## src/rtl/outport_uart_tx.sv

```systemverilog
// Purpose: queues the low byte of every change on the 32-bit output port and sends it as an 8N1 UART frame on tx.
// Latency: byte is queued on the edge after the change, and popped on the next edge if idle; the start bit appears the cycle after the pop. A frame is 10*CLKS_PER_BIT cycles.
// Backpressure: none toward the port; a change that arrives while the FIFO is full with no pop is dropped and sets the sticky overflow flag.
module outport_uart_tx #(
    parameter int CLKS_PER_BIT = 434,
    parameter int FIFO_DEPTH   = 4
) (
    input  logic                          clock,
    input  logic                          clear,
    input  logic [31:0]                   out_port,
    input  logic                          send_enable,
    output logic                          tx,
    output logic                          busy,
    output logic [$clog2(FIFO_DEPTH):0]   fifo_count,
    output logic                          overflow
);

    localparam int AW    = $clog2(FIFO_DEPTH);
    localparam int CNT_W = AW + 1;
    localparam int CW    = (CLKS_PER_BIT > 2) ? $clog2(CLKS_PER_BIT) : 1;
    localparam logic [CW-1:0]    LAST = CW'(CLKS_PER_BIT - 1);
    localparam logic [CNT_W-1:0] FULL_COUNT = CNT_W'(FIFO_DEPTH);

    typedef enum logic [1:0] {IDLE, START, DATA, STOP} state_t;

    logic [31:0]   prev_q;
    logic [7:0]    mem [FIFO_DEPTH];
    logic [AW-1:0] wr_ptr;
    logic [AW-1:0] rd_ptr;
    logic          push;
    logic          pop;
    logic          full;
    logic          accept;

    state_t        state;
    logic [7:0]    shift;
    logic [2:0]    bit_idx;
    logic [CW-1:0] cnt;

    // Any difference in the full word counts as a new output; only the low byte is sent.
    assign push   = (out_port != prev_q) && send_enable;
    assign full   = (fifo_count == FULL_COUNT);
    // The FSM only pops from IDLE and only when something is queued.
    assign pop    = (state == IDLE) && (fifo_count != '0);
    // A pop on the same edge frees the slot, so a push into a full FIFO is still taken.
    assign accept = push && (!full || pop);

    // Track the last seen port value regardless of send_enable, so gated changes are lost.
    always_ff @(posedge clock) begin
        if (clear) begin
            prev_q <= '0;
        end else begin
            prev_q <= out_port;
        end
    end

    // Storage array needs no reset: entries are only read after being written.
    always_ff @(posedge clock) begin
        if (!clear && accept) begin
            mem[wr_ptr] <= out_port[7:0];
        end
    end

    // FIFO pointers, occupancy and sticky overflow flag.
    always_ff @(posedge clock) begin
        if (clear) begin
            wr_ptr     <= '0;
            rd_ptr     <= '0;
            fifo_count <= '0;
            overflow   <= 1'b0;
        end else begin
            if (accept) begin
                wr_ptr <= wr_ptr + 1'b1;
            end
            if (pop) begin
                rd_ptr <= rd_ptr + 1'b1;
            end
            case ({accept, pop})
                2'b10:   fifo_count <= fifo_count + 1'b1;
                2'b01:   fifo_count <= fifo_count - 1'b1;
                default: fifo_count <= fifo_count;
            endcase
            if (push && full && !pop) begin
                overflow <= 1'b1;
            end
        end
    end

    // Frame serialiser; tx and busy are registered so the line never glitches.
    always_ff @(posedge clock) begin
        if (clear) begin
            state   <= IDLE;
            tx      <= 1'b1;
            busy    <= 1'b0;
            cnt     <= '0;
            bit_idx <= '0;
            shift   <= '0;
        end else begin
            case (state)
                IDLE: begin
                    tx   <= 1'b1;
                    busy <= 1'b0;
                    if (pop) begin
                        shift <= mem[rd_ptr];
                        cnt   <= '0;
                        state <= START;
                        tx    <= 1'b0;
                        busy  <= 1'b1;
                    end
                end
                START: begin
                    if (cnt == LAST) begin
                        cnt     <= '0;
                        bit_idx <= '0;
                        state   <= DATA;
                        tx      <= shift[0];
                    end else begin
                        cnt <= cnt + 1'b1;
                    end
                end
                DATA: begin
                    if (cnt == LAST) begin
                        cnt <= '0;
                        if (bit_idx == 3'd7) begin
                            state <= STOP;
                            tx    <= 1'b1;
                        end else begin
                            bit_idx <= bit_idx + 1'b1;
                            shift   <= shift >> 1;
                            tx      <= shift[1];
                        end
                    end else begin
                        cnt <= cnt + 1'b1;
                    end
                end
                STOP: begin
                    if (cnt == LAST) begin
                        cnt   <= '0;
                        state <= IDLE;
                        busy  <= 1'b0;
                        tx    <= 1'b1;
                    end else begin
                        cnt <= cnt + 1'b1;
                    end
                end
                default: begin
                    state <= IDLE;
                    tx    <= 1'b1;
                    busy  <= 1'b0;
                end
            endcase
        end
    end

endmodule

```

## config.mk

```make
export PLATFORM = sky130hd
export DESIGN_NAME = outport_uart_tx
export DESIGN_NICKNAME = d
export VERILOG_FILES = /design/src/rtl/outport_uart_tx.sv
export SDC_FILE = /design/constraint.sdc
export NUM_CORES = 1
export LEC_CHECK = 0
export CORE_ASPECT_RATIO = 1.25
export CORE_MARGIN = 1
export CORE_UTILIZATION = 45
export DETAILED_ROUTE_END_ITERATION = 16
export MAX_ROUTING_LAYER = met4
export PLACE_DENSITY_LB_ADDON = 0.15
export SLEW_MARGIN = 20
export SYNTH_ARGS = -nofsm -noshare
export SYNTH_HDL_FRONTEND = slang
export SYNTH_SLANG_ARGS = --single-unit
```

## constraint.sdc

```tcl
create_clock -name clock -period 3.2 [get_ports clock]
set_clock_uncertainty 0.2 [all_clocks]
set_input_delay 0.48 -clock clock [delete_from_list [all_inputs] [get_ports clock]]
set_output_delay 0.48 -clock clock [all_outputs]
set_load 0.005 [all_outputs]
```

# Yosys cells after proc, flatten, opt, wreduce, memory -nomap -nowiden
# Memory sizes are Yosys's and may differ from the RTL's. A register that Yosys moved wholly into a read port is not among the register bits.
# Cells that the tools add are included.
op_classes:
  add_sub_neg: 6
  mul: 0
  n_div: 0
  n_lt_le_gt_ge: 0
  eq_ne: 15
  n_shift: 0
  n_mux: 31
  n_bitwise: 0
  reduce_logical: 22
ops:
  columns: ["operator", "count"]
  rows:
  - ["$ne 32x32->1", 1]
  - ["$mux 8", 3]
  - ["$mux 9", 2]
  - ["$pmux 9 s2", 1]
  - ["$pmux 8 s2", 1]
  - ["$mux 2", 7]
  - ["$ne 2x2->1 const B", 6]
  - ["$pmux 3 s2", 2]
  - ["$add 9x1->9 const B", 1]
  - ["$eq 9x9->1 const B", 1]
  - ["$mux 1", 9]
  - ["$mux 3", 3]
  - ["$pmux 2 s4", 1]
  - ["$reduce_and 4->1", 2]
  - ["$reduce_bool 2->1", 4]
  - ["$add 3x1->3 const B", 2]
  - ["$eq 2x2->1 const B", 3]
  - ["$eq 3x3->1 const B", 2]
  - ["$logic_and 1x1->1", 6]
  - ["$reduce_and 5->1", 1]
  - ["$add 2x1->2 const B", 2]
  - ["$eq 2x1->1 const B", 2]
  - ["$pmux 1 s4", 1]
  - ["$logic_not 1->1", 3]
  - ["other kinds (8)", 8]
word_totals:
  regBits: 64
  latch_bits: 0
  ramBits: 32
  rom_bits: 0
  in_bits: 35
  wordCells: 86
  mem_count: 1
mem_list:
  columns: ["name", "depth", "width", "rd", "rd_ports_with_merged_regs", "write_ports", "line", "text"]
  rows:
  - ["mem", 4, 8, 1, 1, 1, "27", "logic [7:0] mem [FIFO_DEPTH];"]

# Longest topological paths before layout
depth:
  depth_word: 7
  depth_mapped: 9
  depth_no_buf: 9

# Least setup slack after synthesis
# No wires, ideal clock.
synth_timing:
  path_kind: "input to register"
  startpoint: "input out_port[14]"
  endpoint: "memory mem[1][0], enable pin"
  t_arrival_ns: 1.895
  required_ns: 2.615
  slack_ns: 0.720
  stages: 6
  n_path_buf: 0
  path_cell_list: "xnor2_1 -> nand4_1 -> nor4_2 -> a21boi_2 -> nand2_1 -> nor3b_1"
synth_via:
  elab_chain_len: 6
synth_lines:
  columns: ["element", "line", "text"]
  rows:
  - ["start: declaration", "10", "input logic [31:0] out_port,"]
  - ["$ne 32x32->1", "41", "assign push = (out_port != prev_q) && send_enable;"]
  - ["$logic_and 1x1->1", "41", null]
  - ["$logic_and 1x1->1", "46", "assign accept = push && (!full || pop);"]
  - ["$logic_and 1x1->1", "59", "if (!clear && accept) begin"]
  - ["$mux 1", "59", null]
  - ["$mux 1 (not written as such)", "60", "mem[wr_ptr] <= out_port[7:0];"]
  - ["end: declaration", "27", null]
# No other way between the ends.

# Final worst setup path
layout_timing:
  startpoint: "input out_port[9]"
  endpoint: "register fifo_count[1]"
layout_via:
  elab_chain_len: 5
layout_lines:
  columns: ["element", "line", "text"]
  rows:
  - ["$ne 32x32->1 (*)", "41", null]
  - ["$logic_and 1x1->1 (*)", "41", null]
  - ["$logic_and 1x1->1 (*)", "46", null]
  - ["$eq 2x1->1 / $eq 2x2->1 (equally long branches)", "78", "case ({accept, pop})"]
  - ["$pmux 3 s2 / $reduce_bool 2->1 (equally long branches)", null, null]
  - ["end signal: assignment", "79", "2'b10: fifo_count <= fifo_count + 1'b1;"]
  - ["end signal: assignment", "80", "2'b01: fifo_count <= fifo_count - 1'b1;"]
  - ["end signal: assignment", "81", "default: fifo_count <= fifo_count;"]
  - ["end: declaration", "14", "output logic [$clog2(FIFO_DEPTH):0] fifo_count,"]
# Every way passes the cells marked *; elsewhere a longest branch is shown, timed or not.
# A chain may end at the register's enable or synchronous reset.

==> results.json <==
{
  "status": "finished, final reports clean",
  "timing.hold.worst.start": "bit_idx[1]$_SDFFE_PP0P_",
  "avg_wl_per_cell_um": 13.3,
  "num_rows": 38,
  "final_routed_wirelength_across_all_metal_layers_um": 7080,
  "gr-usage-met2_pct": 28.2,
  "hold_path.class": "reg2reg",
  "synth_cells": 359,
  "postSynthAreaPerCell_um2": 11.6,
  "post_detailed_route_via_to_cell_ratio": 5.02,
  "synthDominantCellAreaShare_pct": 31.7,
  "worst_slew_margin_rel_pct": 47.8,
  "crit_arrival_ps": 2780,
  "post_synth_num_cell_types": 42,
  "track_usage_pct": 17.0,
  "place_hpwl_um": 4990,
  "die_area_um2": 9640,
  "vias": 2682,
  "cts-resized-gates": 0,
  "yosysSeqAreaShare_pct": 54.8,
  "layout_min_cycle_time_ps": 2760,
  "clkTransAtPathRegs_ps": 100,
  "power.density_nw_per_um2": 705,
  "coreArea_um2": 8840,
  "yosys_warnings": 0,
  "irDropWorstVdd_v": 0.000306,
  "grt_setup_unrepaired": "no",
  "worstSetupEndpointType": "register",
  "synth_edf_count": 32,
  "die_height_um": 110,
  "drc_errors": 0,
  "postSynthRegisterBits": 98,
  "drt_iter0_drc": 99,
  "hold-path-cell-count": 2,
  "criticalPathCategory": "in2reg",
  "setup.reg_to_reg.worst_slack_ps": 650,
  "synthesis.nets": 407,
  "postCtsSetupRepairBufs": 0,
  "htreeDepth": 3,
  "cp.required_ps": 3220,
  "critPathMaxFanout": 2,
  "timing.max_cap.violations": 0,
  "total_switching_power_w": 0.00114,
  "drive_gt1_share_pct": 10.9,
  "power_frac_seq_pct": 45.5,
  "synth.largest_area_cell": "sky130_fd_sc_hd__dfxtp_1",
  "cts_tree": "done",
  "area_growth_syn_to_layout_pct": 18.7,
  "global_route.usage.met1_pct": 20.0,
  "finalInstanceArea_um2": 4940,
  "number_of_global_route_vias_before_repair": 2645,
  "p_comb_share_pct": 31.4,
  "detail-route-antenna-nets": 0,
  "finalSetupTns_ps": 0,
  "fin_worst_hold_slack_ps": 279,
  "final-setup-viol-count": 0,
  "placed_cell_area_um2": 4740,
  "hold_violations": 0,
  "final_number_of_max_transition_violations": 0,
  "antenna_found_initial": 0,
  "floorplan.initialDensity_pct": 47.1,
  "fin_cells": 534,
  "worstSkewPairLatency_ps": 360,
  "r2r.worst_path.cells": 8,
  "achievable_clock_frequency_ghz": 0.363,
  "finalNetCount": 457,
  "internal_power_contribution_w": 0.00235,
  "placed_cells_incl_taps": 518,
  "net_switching_share_of_the_total_power_pct": 32.6,
  "holdBufCountCts": 0,
  "busiest_layer": "met2",
  "first_pass_grt_wire_length_um": 12000,
  "die_width_um": 88.0,
  "inserted_diodes": 0,
  "post-route-period-util_pct": 86.1,
  "post_synth_main_area_contributors": "sky130_fd_sc_hd__dfxtp_1, sky130_fd_sc_hd__edfxtp_1, sky130_fd_sc_hd__xnor2_1",
  "timing.critical_path.from_type": "primary input",
  "synth_ff_type": "sky130_fd_sc_hd__dfxtp_1",
  "share_clk_of_total_power_pct": 23.2,
  "io_buffers": 40,
  "drt_pre_antenna_iters": 4,
  "cts-root-to-sink-buffers": 2,
  "gr-usage-met3_pct": 3.83,
  "maximum_number_of_pins_on_one_net_before_global_route_repair": 41,
  "ios": 41,
  "cts-buffers-inserted": 9,
  "async_flop_share_pct": 0,
  "power.static_leakage_nw": 1.75,
  "tritoncts_num_sinks": 98,
  "globalRoute.totalOverflow": 0,
  "slew_at_the_pin_with_the_worst_max_slew_slack_ps": 783,
  "root_buf_cell": "sky130_fd_sc_hd__clkbuf_8",
  "place.gp.congestion": 0.738,
  "critical_register_to_register_path_endpoint": "fifo_count[2]$_SDFFE_PP0P_",
  "rr_startpoint": "state[0]$_SDFFE_PP0P_",
  "syn_area_um2": 4160,
  "holdPathEnd": "bit_idx[1]$_SDFFE_PP0P_"
}
synth_stat cells (3+ instances only):
cell,number
sky130_fd_sc_hd__nand3_1,7
sky130_fd_sc_hd__a211oi_1,7
sky130_fd_sc_hd__mux2i_1,11
sky130_fd_sc_hd__buf_2,3
sky130_fd_sc_hd__xnor2_1,34
sky130_fd_sc_hd__clkbuf_1,10
sky130_fd_sc_hd__nor2_1,36
sky130_fd_sc_hd__nor3b_1,8
sky130_fd_sc_hd__and3_1,5
sky130_fd_sc_hd__a21oi_1,14
sky130_fd_sc_hd__nor2b_1,34
sky130_fd_sc_hd__o21ai_0,8
sky130_fd_sc_hd__dfxtp_1,66
sky130_fd_sc_hd__ha_1,12
sky130_fd_sc_hd__inv_1,8
sky130_fd_sc_hd__nand2_1,12
sky130_fd_sc_hd__edfxtp_1,32
sky130_fd_sc_hd__mux4_2,8
sky130_fd_sc_hd__nand2b_1,6
sky130_fd_sc_hd__nand4_1,8
through the flow:
| stage | setup WS (ps) | power (W) | utilization [%] |
|---|---|---|---|
| after global placement | 30.2 | 0.00268 | 53.6 |
| after detailed placement | 21.4 | 0.00271 | 53.6 |
| final | 444 | 0.00348 | 55.9 |
| after global routing | 224 | 0.00371 | 55.9 |
| after CTS | 417 | 0.00353 | 55.9 |
| after floorplan | 720 | 0.00244 | - |
power by group through the flow:
| stage | Combinational, W | Clock (W) | Sequential, W |
|---|---|---|---|
| 2_1_floorplan | 0.000883 | 0 | 0.00155 |
| 3_3_place_gp | 0.00107 | 0 | 0.00161 |
| 3_5_place_dp | 0.00109 | 0 | 0.00162 |
| 4_1_cts | 0.00110 | 0.000835 | 0.00159 |
| 5_1_grt | 0.00122 | 0.000878 | 0.00161 |
| 6_report | 0.00109 | 0.000807 | 0.00158 |
flip-flops by register name, summed over array words and instances (netlist names), named ones only:
signal,cells
rd_ptr,2
wr_ptr,2
state,2
shift,8
mem,32
bit_idx,3
cnt,9
prev_q,32
fifo_count,3
busy,1
overflow,1
tx,1
metal layers:
layer	up-vias	wire (um)	share of wire (%)
li1	1359	-	-
met5	-	0	0
met1	1280	3290	46
met3	9	169	2.4
met4	0	102	1.4
met2	34	3520	50
worst max-delay path, stage by stage:
cell and delay [ps]:
sky130_fd_sc_hd__clkdlybuf4s50_1 490, sky130_fd_sc_hd__xnor2_1 130, sky130_fd_sc_hd__nand4_1 170, sky130_fd_sc_hd__nor4_2 460, sky130_fd_sc_hd__a21boi_2 100, sky130_fd_sc_hd__nor2_1 140
sky130_fd_sc_hd__fa_1 440, sky130_fd_sc_hd__and2_1 150, sky130_fd_sc_hd__a2bb2oi_1 140, sky130_fd_sc_hd__a31oi_1 90
area by class of cell:
cell class	count	area [um2]
clock buffer	10	128
clock inverter	6	72.6
fill	809	3900
inverter	8	30.0
multi-input combinational	239	1790
sequential	98	2280
tap	120	150
timing repair buffer	53	493
logic make-up (layout without fill, tap and decap cells):
| family | after synthesis | count (layout) | synth area share, % |
|---|---|---|---|
| adder cells (fa/ha/maj) | 13 | 13 | 4.09 |
| buffers and inverters | 22 | 77 | 2.25 |
| multiplexers | 21 | 21 | 7.51 |
| AND/OR/NAND/NOR | 129 | 129 | 17.3 |
| XOR/XNOR | 35 | 35 | 7.36 |
| flip-flops | 98 | 98 | 54.8 |
| AO/OA/AOI/OAI | 41 | 41 | 6.64 |
layout by cell type, fill, tap and decap left out, types with 4 or more instances in the layout:
cell	n
sky130_fd_sc_hd__nand2b_1	6
sky130_fd_sc_hd__mux2i_1	11
sky130_fd_sc_hd__inv_6	4
sky130_fd_sc_hd__nor2b_1	34
sky130_fd_sc_hd__edfxtp_1	32
sky130_fd_sc_hd__nand4_1	8
sky130_fd_sc_hd__clkbuf_8	9
sky130_fd_sc_hd__o21ai_0	8
sky130_fd_sc_hd__dfxtp_1	66
sky130_fd_sc_hd__a21oi_1	14
sky130_fd_sc_hd__nor3b_1	8
sky130_fd_sc_hd__inv_1	8
sky130_fd_sc_hd__mux4_2	8
sky130_fd_sc_hd__nand2_1	12
sky130_fd_sc_hd__buf_4	13
sky130_fd_sc_hd__a211oi_1	7
sky130_fd_sc_hd__ha_1	12
sky130_fd_sc_hd__xnor2_1	34
sky130_fd_sc_hd__nor2_1	36
sky130_fd_sc_hd__nand3_1	7
sky130_fd_sc_hd__clkdlybuf4s50_1	39
sky130_fd_sc_hd__and3_1	5
worst max-delay path by stage:
| stage | startpoint | end | slack [ps] | cells after the start |
|---|---|---|---|---|
| 2_1_floorplan | out_port[14] | mem[1][0]$_DFFE_PP_ | 720 | 6 |
| 3_3_place_gp | out_port[25] | fifo_count[1]$_SDFFE_PP0P_ | 30 | 10 |
| 3_5_place_dp | out_port[9] | fifo_count[1]$_SDFFE_PP0P_ | 20 | 10 |
| 4_1_cts | out_port[9] | fifo_count[1]$_SDFFE_PP0P_ | 420 | 10 |
| 5_1_grt | out_port[17] | fifo_count[1]$_SDFFE_PP0P_ | 220 | 10 |
| 6_report | out_port[9] | fifo_count[1]$_SDFFE_PP0P_ | 440 | 10 |
No activity file was read; power rests on OpenSTA's default activity.
==> RTL edit 1 (same flow settings) <==
Re-encode `state_t` (4 states) as one-hot, 4 bits wide.
--- a/src/rtl/outport_uart_tx.sv
+++ b/src/rtl/outport_uart_tx.sv
@@ -23,3 +23,3 @@
 
-    typedef enum logic [1:0] {IDLE, START, DATA, STOP} state_t;
+    typedef enum logic [3:0] {IDLE = 4'b0001, START = 4'b0010, DATA = 4'b0100, STOP = 4'b1000} state_t;
 
Check against the original RTL: same outputs for any inputs over 10 cycles, from zero or initial values; not proved beyond that.
==> RTL edit 1 against the original RTL <==
- register-to-register slack got worse by 0.05 ns
- wire length is 1.6% lower
- setup slack got worse by 0.012 ns
- combinational power shrank 16%
- total power fell by 4.3%
- design area is 0.15% higher
- fmax fell by 0.44%
- utilization grew 0.39 points
- synthesized area is 0.81% lower
- sequential cell count up 2
- critical path type unchanged
==> RTL edit 1: results (changes against the original RTL) <==
* Avg Cell Area, Syn at 11.8 sq um (+1.4%)
* Register-to-register setup slack at 0.60 ns (-0.05 ns)
* Post-synthesis share of cell area spent on full adders, half adders and majority gates at 2.91% (-1.2 points)
* Top area cells in the synthesized netlist: sky130_fd_sc_hd__dfxtp_1 (33%), sky130_fd_sc_hd__edfxtp_1 (23%), sky130_fd_sc_hd__xnor2_1 (8.1%)
* Fraction of the cycle the final worst path needs at 86.5% (+0.38 points)
* Endpoint of the most critical setup path: fifo_count[2]
* Mux share of post-synthesis cell area at 7.55% (+0.031 points)
* Critical hold path startpoint: overflow
* Arr. time, crit path at 2.83 ns (+0.05 ns)
* Worst hold slack at 0.285 ns (+0.00591 ns)
* Share of synthesized area occupied by flip-flops and latches at 56.2% (+1.4 points)
* Global-route track usage on met2 at 27.9% (-0.34 points)
* Result of the run: completed
* Placed Area at 0.00474 sq mm (about the same)
* Routed length on met2 at 3.43 mm (-2.5%)
* Xor-xnor portion of the synthesized cell area at 9.33% (+2.0 points)
* Post-placement worst setup slack at 0.0317 ns (+0.0103 ns)
* GRT Resource Usage Total at 16.8% (-0.17 points)
* Met3 layer wire length in the routed design at 228 um (+35%)
* Number of standard cells in the layout, taps in and fillers out at 531 (-0.56%)
* Max VDD drop at 0.296 mV (-3.3%)
* Leakage at 0.00174 uW (-0.73%)
* Largest net degree at the start of global routing at 43 (+4.9%)
* List of most frequent post-synthesis cells: sky130_fd_sc_hd__dfxtp_1 (68), sky130_fd_sc_hd__nor2_1 (39), sky130_fd_sc_hd__xnor2_1 (38), sky130_fd_sc_hd__nor2b_1 (35), sky130_fd_sc_hd__edfxtp_1 (32)
* Global-route wire length before repair at 11.8 mm (-1.7%)
* Post-DP HPWL at 4.96 mm (-0.53%)
* Insertion delay to the later sink of the worst-skew pair at 0.38 ns (+0.02 ns)
## RTL edit 1: cell count changes after synthesis, moves of 3 or more
cell                       change
sky130_fd_sc_hd__xor2_1        +5
sky130_fd_sc_hd__o21ai_0       -6
sky130_fd_sc_hd__ha_1          -4
sky130_fd_sc_hd__a211oi_1      +4
sky130_fd_sc_hd__a21oi_1       -6
sky130_fd_sc_hd__nor2_1        +3
sky130_fd_sc_hd__xnor2_1       +4
sky130_fd_sc_hd__and3_1        -4
## RTL edit 1: power by group
group          total [uW]  internal [uW]  switching (uW)  leakage [uW]
logic                 917            485             431      0.000783
clock network         808            315             493      0.000105
registers            1610           1460             142      0.000852
## RTL edit 1: cell type report
cell class	instances	area, sq um
Multi-Input combinational cell	231	1720
Fill cell	768	3850
Tap cell	120	150
Clock buffer	9	124
Clock inverter	7	86.3
Timing Repair Buffer	57	523
Inverter	7	26.3
Sequential cell	100	2320
==> RTL edit 2 (config.mk and constraints unchanged) <==
Without the edit above. The parameter `FIFO_DEPTH` goes from 4 to 2.
--- a/src/rtl/outport_uart_tx.sv
+++ b/src/rtl/outport_uart_tx.sv
@@ -5,3 +5,3 @@
     parameter int CLKS_PER_BIT = 434,
-    parameter int FIFO_DEPTH   = 4
+    parameter int FIFO_DEPTH   = 2
 ) (
Interface: changed (resized fifo_count); port bits go from 41 to 40. The function was not compared with the original's and may differ.
==> RTL edit 2 against the original RTL <==
- hold slack got worse by 0.016 ns
- setup slack worse by 0.014 ns
- synthesized area shrank 20%
- sequential cell count shrank 20
- wire length is 16% lower
- total power shrank 18%
- design area decreased by 19%
- final cell count shrank 13%
- count of clock-buffer cells in the layout is 1 lower
==> RTL edit 2: results (changes against the original RTL) <==
* Global-route track usage on met2 at 28.7% (+0.46 points)
* # fillers at 687 (-15%)
* Count of cell types in the netlist at 46 (+9.5%)
* Post-synthesis share of cell area spent on full adders, half adders and majority gates at 3.38% (-0.71 points)
* Total power per unit cell area at 712 mW/mm^2 (+1.1%)
* Share of cells above drive strength 1 at 8.31% (-2.6 points)
* Number of standard cells in the layout, taps in and fillers out at 463 (-13%)
* Row Count at 34 (-11%)
* Share of synthesized area occupied by flip-flops and latches at 51.7% (-3.1 points)
* Highest fanout seen on the critical path at 4 (+2)
* DRC marker count from the first detailed-route iteration at 145 (+46%)
* Placed Area at 0.00380 sq mm (-20%)
* Average wire per cell in the routed design at 12.8 um (-3.5%)
* Clock edge transition at the registers on the reported setup and hold paths at 0.08 ns (-0.02 ns)
* Top area cells in the synthesized netlist: sky130_fd_sc_hd__dfxtp_1 (37%), sky130_fd_sc_hd__edfxtp_1 (14%), sky130_fd_sc_hd__xor2_1 (8.7%)
* Insertion delay to the later sink of the worst-skew pair at 0.34 ns (-0.02 ns)
* GRT Resource Usage Total at 17.7% (+0.67 points)
* Relative slew slack at 30.6% (-17 points)
* Vias in the first global route at 2256 (-15%)
* Max incr delay on CP at 0.47 ns (-0.02 ns)
* Final Wtd Congestion at 0.792 (+7.3%)
* Result of the run: completed
* Met3 layer wire length in the routed design at 193 um (+14%)
* Multi-Input Combinational at 229 (-4.2%)
* EDFF count, synth at 16 (-50%)
* Total number of vias at 2364 (-12%)
* 1st-pass router iterations at 5 (+1)
* Met1 track utilization from global routing at 20.3% (+0.37 points)
* Post-placement worst setup slack at 0.0587 ns (+0.0373 ns)
* Arr. time, crit path at 2.84 ns (+0.06 ns)
* Inst Count DP at 447 (-14%)
* Portion of the layout cell area used by non-clock buffers at 10.2% (+0.23 points)
* Global-route wire length before repair at 10.2 mm (-15%)
* Xor-xnor portion of the synthesized cell area at 9.21% (+1.8 points)
* Met3 track demand over resource at 5.23% (+1.4 points)
* Critical hold path startpoint: bit_idx[2]
* Count of buffers not belonging to the clock network in the layout at 42 (-21%)
* List of most frequent post-synthesis cells: sky130_fd_sc_hd__dfxtp_1 (62), sky130_fd_sc_hd__nor2b_1 (36), sky130_fd_sc_hd__xor2_1 (33), sky130_fd_sc_hd__a21oi_1 (24), sky130_fd_sc_hd__nand2_1 (24)
* Mux share of post-synthesis cell area at 2.78% (-4.7 points)
* Post-DP HPWL at 4.15 mm (-17%)
* Max VDD drop at 0.396 mV (+29%)
* Number of register bits inferred by synthesis at 78 (-20%)
* Footprint of the multi-input gates at 0.00153 sq mm (-14%)
* Nets@finish at 412 (-9.8%)
* Worst Hold End: bit_idx[2]
==> RTL edit 2: changes by cell type in the layout (fill, tap and decap cells not counted), moves of 6 or more <==
| cell | before | now |
|---|---|---|
| sky130_fd_sc_hd__a211oi_1 | 7 | 1 |
| sky130_fd_sc_hd__a21oi_1 | 14 | 24 |
| sky130_fd_sc_hd__buf_4 | 13 | 3 |
| sky130_fd_sc_hd__edfxtp_1 | 32 | 16 |
| sky130_fd_sc_hd__mux4_2 | 8 | 0 |
| sky130_fd_sc_hd__nand2_1 | 12 | 24 |
| sky130_fd_sc_hd__nand2b_1 | 6 | 0 |
| sky130_fd_sc_hd__nor2_1 | 36 | 19 |
| sky130_fd_sc_hd__nor4_1 | 0 | 9 |
| sky130_fd_sc_hd__o21ai_0 | 8 | 22 |
| sky130_fd_sc_hd__xnor2_1 | 34 | 2 |
| sky130_fd_sc_hd__xor2_1 | 1 | 33 |
